$ cat config.mk
export PLATFORM = sky130hd
export DESIGN_NAME = cam_byte_capture
export DESIGN_NICKNAME = d
export VERILOG_FILES = /design/src/rtl/cam_byte_capture.sv
export SDC_FILE = /design/constraint.sdc
export NUM_CORES = 1
export LEC_CHECK = 0
export BUFFER_PORTS_ARGS = -buffer_cell sky130_fd_sc_hd__buf_2
export CAP_MARGIN = 20
export CELL_PAD_IN_SITES_DETAIL_PLACEMENT = 2
export CELL_PAD_IN_SITES_GLOBAL_PLACEMENT = 2
export CORE_UTILIZATION = 35
export DETAILED_ROUTE_END_ITERATION = 10
export PLACE_DENSITY_LB_ADDON = 0.25
export SLEW_MARGIN = 10
export SYNTH_ARGS = -nofsm -noshare
export SYNTH_HDL_FRONTEND = slang
export SYNTH_SLANG_ARGS = --single-unit
$ cat constraint.sdc
create_clock -name cam_pclk -period 3.26 [get_ports cam_pclk]
set_clock_uncertainty 0.05 [all_clocks]
set_input_delay 0.326 -clock cam_pclk [delete_from_list [all_inputs] [get_ports cam_pclk]]
set_output_delay 0.326 -clock cam_pclk [all_outputs]
set_load 0.02 [all_outputs]
$ cat src/rtl/cam_byte_capture.sv
// DVP camera front end: resynchronises the sensor bus, waits out sensor settling,
// gates whole frames on transfer_flag and checks each captured frame's geometry.
module cam_byte_capture #(
    parameter logic [15:0] CMOS_H_PIXEL = 16'd640,
    parameter logic [15:0] CMOS_V_PIXEL = 16'd480,
    parameter logic [3:0]  WAIT_FRAME   = 4'd10
) (
    input  logic        cam_pclk,
    input  logic        rst_n,
    input  logic        cam_vsync,
    input  logic        cam_href,
    input  logic [7:0]  cam_data,
    input  logic        cfg_done,
    input  logic        transfer_flag,
    output logic        img_vsync,
    output logic        img_data_en,
    output logic [7:0]  img_data,
    output logic        frame_active,
    output logic        frame_done,
    output logic        frame_err,
    output logic [15:0] frame_cnt
);

    localparam logic [16:0] LineBytes = {CMOS_H_PIXEL, 1'b0};

    typedef enum logic [1:0] {StWaitCfg, StSettle, StIdle, StCapture} state_e;

    state_e      state_q, state_d;
    logic        vsync_d0_q, vsync_d1_q, href_d0_q, href_d1_q;
    logic [7:0]  data_d0_q, data_d1_q;
    logic [3:0]  settle_cnt_q, settle_cnt_d;
    logic [15:0] byte_cnt_q, byte_cnt_d;
    logic [15:0] line_cnt_q, line_cnt_d;
    logic        err_acc_q, err_acc_d;
    logic        img_data_en_q, img_data_en_d;
    logic [7:0]  img_data_q, img_data_d;
    logic        frame_done_q, frame_done_d;
    logic        frame_err_q, frame_err_d;
    logic [15:0] frame_cnt_q, frame_cnt_d;

    logic        vs_fall, vs_rise, hr_fall, byte_vld, line_bad, err_nx;
    logic [15:0] byte_cnt_inc, line_cnt_inc;

    assign vs_fall  = vsync_d1_q & ~vsync_d0_q;
    assign vs_rise  = ~vsync_d1_q & vsync_d0_q;
    assign hr_fall  = href_d1_q & ~href_d0_q;
    assign byte_vld = href_d1_q & ~vsync_d1_q;

    // The last byte of a line is still in d1 on the hr_fall cycle, so include it here.
    assign byte_cnt_inc = (byte_vld && byte_cnt_q != 16'hFFFF) ? byte_cnt_q + 16'd1 : byte_cnt_q;
    assign line_cnt_inc = (hr_fall && line_cnt_q != 16'hFFFF) ? line_cnt_q + 16'd1 : line_cnt_q;
    assign line_bad     = hr_fall && ({1'b0, byte_cnt_inc} != LineBytes);
    assign err_nx       = err_acc_q | line_bad;

    always_comb begin
        state_d      = state_q;
        settle_cnt_d = settle_cnt_q;
        byte_cnt_d   = byte_cnt_q;
        line_cnt_d   = line_cnt_q;
        err_acc_d    = err_acc_q;
        frame_done_d = 1'b0;
        frame_err_d  = frame_err_q;
        frame_cnt_d  = frame_cnt_q;

        if (!cfg_done) begin
            state_d = StWaitCfg;
        end else begin
            unique case (state_q)
                StWaitCfg: begin
                    state_d      = StSettle;
                    settle_cnt_d = 4'd0;
                end
                StSettle: begin
                    if (vs_rise) begin
                        settle_cnt_d = settle_cnt_q + 4'd1;
                        if (settle_cnt_q == WAIT_FRAME - 4'd1) state_d = StIdle;
                    end
                end
                StIdle: begin
                    if (vs_fall && transfer_flag) begin
                        state_d    = StCapture;
                        byte_cnt_d = 16'd0;
                        line_cnt_d = 16'd0;
                        err_acc_d  = 1'b0;
                    end
                end
                StCapture: begin
                    byte_cnt_d = hr_fall ? 16'd0 : byte_cnt_inc;
                    line_cnt_d = line_cnt_inc;
                    err_acc_d  = err_nx;
                    if (vs_rise) begin
                        state_d      = StIdle;
                        frame_done_d = 1'b1;
                        frame_err_d  = err_nx | (line_cnt_inc != CMOS_V_PIXEL);
                        frame_cnt_d  = frame_cnt_q + 16'd1;
                    end
                end
                default: state_d = StWaitCfg;
            endcase
        end
    end

    // Gate on next state so an abort drops the byte stream in the same cycle as img_vsync.
    always_comb begin
        img_data_en_d = 1'b0;
        img_data_d    = 8'd0;
        if (state_d == StCapture && byte_vld) begin
            img_data_en_d = 1'b1;
            img_data_d    = data_d1_q;
        end
    end

    always_ff @(posedge cam_pclk or negedge rst_n) begin
        if (!rst_n) begin
            vsync_d0_q    <= 1'b0;
            vsync_d1_q    <= 1'b0;
            href_d0_q     <= 1'b0;
            href_d1_q     <= 1'b0;
            data_d0_q     <= 8'd0;
            data_d1_q     <= 8'd0;
            state_q       <= StWaitCfg;
            settle_cnt_q  <= 4'd0;
            byte_cnt_q    <= 16'd0;
            line_cnt_q    <= 16'd0;
            err_acc_q     <= 1'b0;
            img_data_en_q <= 1'b0;
            img_data_q    <= 8'd0;
            frame_done_q  <= 1'b0;
            frame_err_q   <= 1'b0;
            frame_cnt_q   <= 16'd0;
        end else begin
            vsync_d0_q    <= cam_vsync;
            vsync_d1_q    <= vsync_d0_q;
            href_d0_q     <= cam_href;
            href_d1_q     <= href_d0_q;
            data_d0_q     <= cam_data;
            data_d1_q     <= data_d0_q;
            state_q       <= state_d;
            settle_cnt_q  <= settle_cnt_d;
            byte_cnt_q    <= byte_cnt_d;
            line_cnt_q    <= line_cnt_d;
            err_acc_q     <= err_acc_d;
            img_data_en_q <= img_data_en_d;
            img_data_q    <= img_data_d;
            frame_done_q  <= frame_done_d;
            frame_err_q   <= frame_err_d;
            frame_cnt_q   <= frame_cnt_d;
        end
    end

    assign img_vsync    = (state_q != StCapture);
    assign frame_active = (state_q == StCapture);
    assign img_data_en  = img_data_en_q;
    assign img_data     = img_data_q;
    assign frame_done   = frame_done_q;
    assign frame_err    = frame_err_q;
    assign frame_cnt    = frame_cnt_q;

endmodule

==> results by group <==
Synth
  • Top_reg_cell synth: dfrtp_1
  • Cell count after synthesis: 446
  • Number of synthesized register bits: 86
  • Proportion of netlist area held by the largest area contributor: 49.02%
  • Synth Area in Simple Gates: 21.83%
  • Cell Area, Synth: between 0.004 and 0.005 mm^2
  • Synth Area in XOR/XNOR: 6.384%
  • Synth area leader: dfrtp_1
  • Top-count cell post-synth: dfrtp_1
  • Yosys warnings: 0
  • Complex-gate fraction of the synthesized area: 16.30%
  • Yosys cell types: 63
  • Largest family of logic cells by synthesized area: simple AND/OR/NAND/NOR gates
  • Syn Area/Cell: slightly below 10 um^2
  • Adder-Cell Fraction of Synth Area: 1.425%
  • Top area cells in the synthesized netlist: dfrtp_1 49%, o21ai_0 5.4%, nand2_1 4.4%
  • Mux cell area share after synthesis: less than 1%
  • Post-synth EDFFs: 0
  • Sequential-to-total area share from yosys stat: 49.02%
  • Syn_nets: 465
  • Commonest cells in the netlist: 86 x dfrtp_1, 51 x nand2_1, 47 x o21ai_0
  • Async set-or-reset flop fraction in the synthesized netlist: 100.0%

Critical path
  • Critical path peak fanout: 12
  • WP data required: 3440 ps
  • CP endpoint kind: flop
  • CP peak stage delay: 630 ps
  • CP Data Arrival Time: 2960 ps
  • Startpoint types: flop
  • Setup CP Type: flop to flop
  • Cell Chain, Critical Path: ha_1, nand3_2, o41a_1, a211oi_1, a41o_1, o2111ai_1, a2111oi_1, a31oi_1
  • R2R cell count: 8
  • Slowest CP cell: o41a_1

Route
  • Post-route DRC: 0
  • Via total after detailed routing: approximately 3600
  • WL per Instance: 18.81 um
  • Initial drt markers: 144
  • WL final: 12.38 mm
  • Via/cell ratio: ~5.5
  • Antenna-violating nets left: 0
  • Pre-antenna DRT Iters: 4

Final layout
  • Layout cells sized above 1: between 15 and 20%
  • Final instance area: 0.005030 mm^2
  • Fill cell count: 1359
  • Final core occ: 41.53%
  • Nets: approximately 500
  • Layout area overhead: 14.56%
  • N_diodes: 0
  • Fin cells: 658

Power
  • Power Density: 446.8 mW/mm^2
  • VDD IR-drop max: 180.7 uV
  • Leak: 2.218 nW

Hold path
  • Worst Hold Class: input pin to flop
  • WHS Path Cells: 1

Placed design
  • Post-Place Cells: 641
  • Hpwl dp: 8.522 mm
  • I/O Buffers: 42
  • Final GP Congestion: slightly below 0.8
  • Area after DPL: approximately 0.0047 mm^2

GRT
  • First-pass GRT wire length: 21.18 mm
  • Vias in the first global route: 3941
  • Largest net degree at the start of global routing: 50
  • Total GRT Usage: 21.19%
  • Grt total ovfl: 0
  • Initial antenna violation count: 0

Timing
  • Final Hold Vio Count: 0
  • Setup tns final: 0 ps
  • Max-slew violations: 0
  • Final Critical Period: 2783 ps
  • Final setup viols: 0
  • Fmax achieved: 359.4 MHz
  • Setup repair after global routing missed its margin: false
  • Least-Margin Pin Slew: between 700 and 800 ps
  • Period utilization: 85.36%
  • Relative slew slack: 47.71%

Clocking
  • Post-CTS Resized: 0
  • Worst-path clk slew: 70 ps
  • CTS buffer count: 9
  • Skew-Pair Late Insertion Delay: 350 ps
  • Clk sink count: 86
  • Postcts setup bufs: 0
  • CTS tree: built
  • Depth of the CTS H-tree: 3
  • Clock Tree Buf Depth: 2
  • Root buffer cell: clkbuf_16

Floorplan
  • Core area: 0.01211 mm^2
  • Die H: 114 um
  • Top Ports: 43
  • DIE AREA: ~0.013 mm^2
  • Initial Utilization: 36.25%
  • FP Rows: 40
  • Die W: 114 um

Outcome
  • Outcome: completed

Run
  • Max-Cap Viols: 0
==> final timing paths <==
kind | from | endpoint | slack [ps]
setup / recovery | line_cnt_q[0] | frame_err | 480
hold reg to reg | data_d0_q[1] | data_d1_q[1] | 300
max in group asynchronous | rst_n | href_d1_q | 1920
hold / removal | cam_data[6] | data_d0_q[6] | 30
min in group asynchronous | rst_n | settle_cnt_q[3] | 520
setup reg to reg | line_cnt_q[0] | frame_err | 480
==> worst max-delay path, delay by kind of cell, from the launching register on <==
kind | cells | cell delay (ps)
and+or+nand+nor | 1 | 190
DFF | 1 | 440
adders and majority gates | 1 | 310
AOI/OAI and AO/OA | 6 | 1670
==> sequential cells by signal, summed over array words and instances (netlist names), 2 cells and up <==
register,flops
settle_cnt_q,4
img_data,8
data_d0_q,8
data_d1_q,8
line_cnt_q,16
byte_cnt_q,16
state_q,2
frame_cnt,16
==> cell type report <==
class	count	area [um^2]	share of cell area (%)
Sequential cell	86	2152	42.79
Tap cell	168	210.2	4.179
Multi-Input combinational cell	329	2049	40.75
Clock buffer	11	242.7	4.826
Timing Repair Buffer	52	290.3	5.771
Clock inverter	5	58.81	1.169
Inverter	7	26.28	0.5224
==> power breakdown <==
| part | total, W | switching, W | internal, W |
|---|---|---|---|
| registers | 0.00111 | 0.0000191 | 0.00109 |
| logic | 0.0000789 | 0.0000519 | 0.0000269 |
| clock network | 0.00106 | 0.000446 | 0.000615 |
==> through the flow <==
step / hold WS, ps / worst slack, ps / power (W)
after floorplan: -19.59 / 927.4 / 0.001155
after global placement: 282.2 / 660.9 / 0.001200
after detailed placement: 287.9 / 490.3 / 0.001206
after CTS: 17.59 / 469.0 / 0.002281
after global routing: 23.25 / 257.1 / 0.002325
final: 27.94 / 477.3 / 0.002247
==> cells by family (layout without fill, tap and decap cells) <==
| logic type | count (synthesis) | in the layout |
|---|---|---|
| adder cells (fa/ha/maj) | 5 | 5 |
| AND/OR/NAND/NOR | 179 | 179 |
| flip-flops | 86 | 86 |
| multiplexers | 3 | 3 |
| XOR/XNOR | 32 | 32 |
| AO/OA/AOI/OAI | 110 | 110 |
| buffers and inverters | 31 | 75 |
==> cells in the final DEF, fill, tap and decap left out, types with 7 or more instances in the layout <==
master     instances
dfrtp_1           86
nand2_1           51
o21ai_0           47
buf_2             41
nor2_1            27
nand3_1           22
xnor2_1           21
a21oi_1           19
xor2_1            11
o31ai_1           11
nand4_1           10
buf_4             10
nor3_1             9
and2_1             9
clkbuf_16          9
a31oi_1            8
inv_1              7
and3_1             7
==> repair_timing <==
item	4_1_cts	5_1_grt
hold buffers	1	0
setup endpoints to repair	0	0
endpoints found under the hold margin	47	0
==> metal layers <==
layer | GRT usage [%] | up-vias | routed length [um]
met5 | 0 | - | 0
met2 | 34.42 | 58 | 5939
met1 | 27.99 | 1856 | 5827
met4 | 8.571 | 0 | 253
li1 | - | 1681 | -
met3 | 3.719 | 16 | 356
Note: power is estimated with default switching activity, not from simulation.
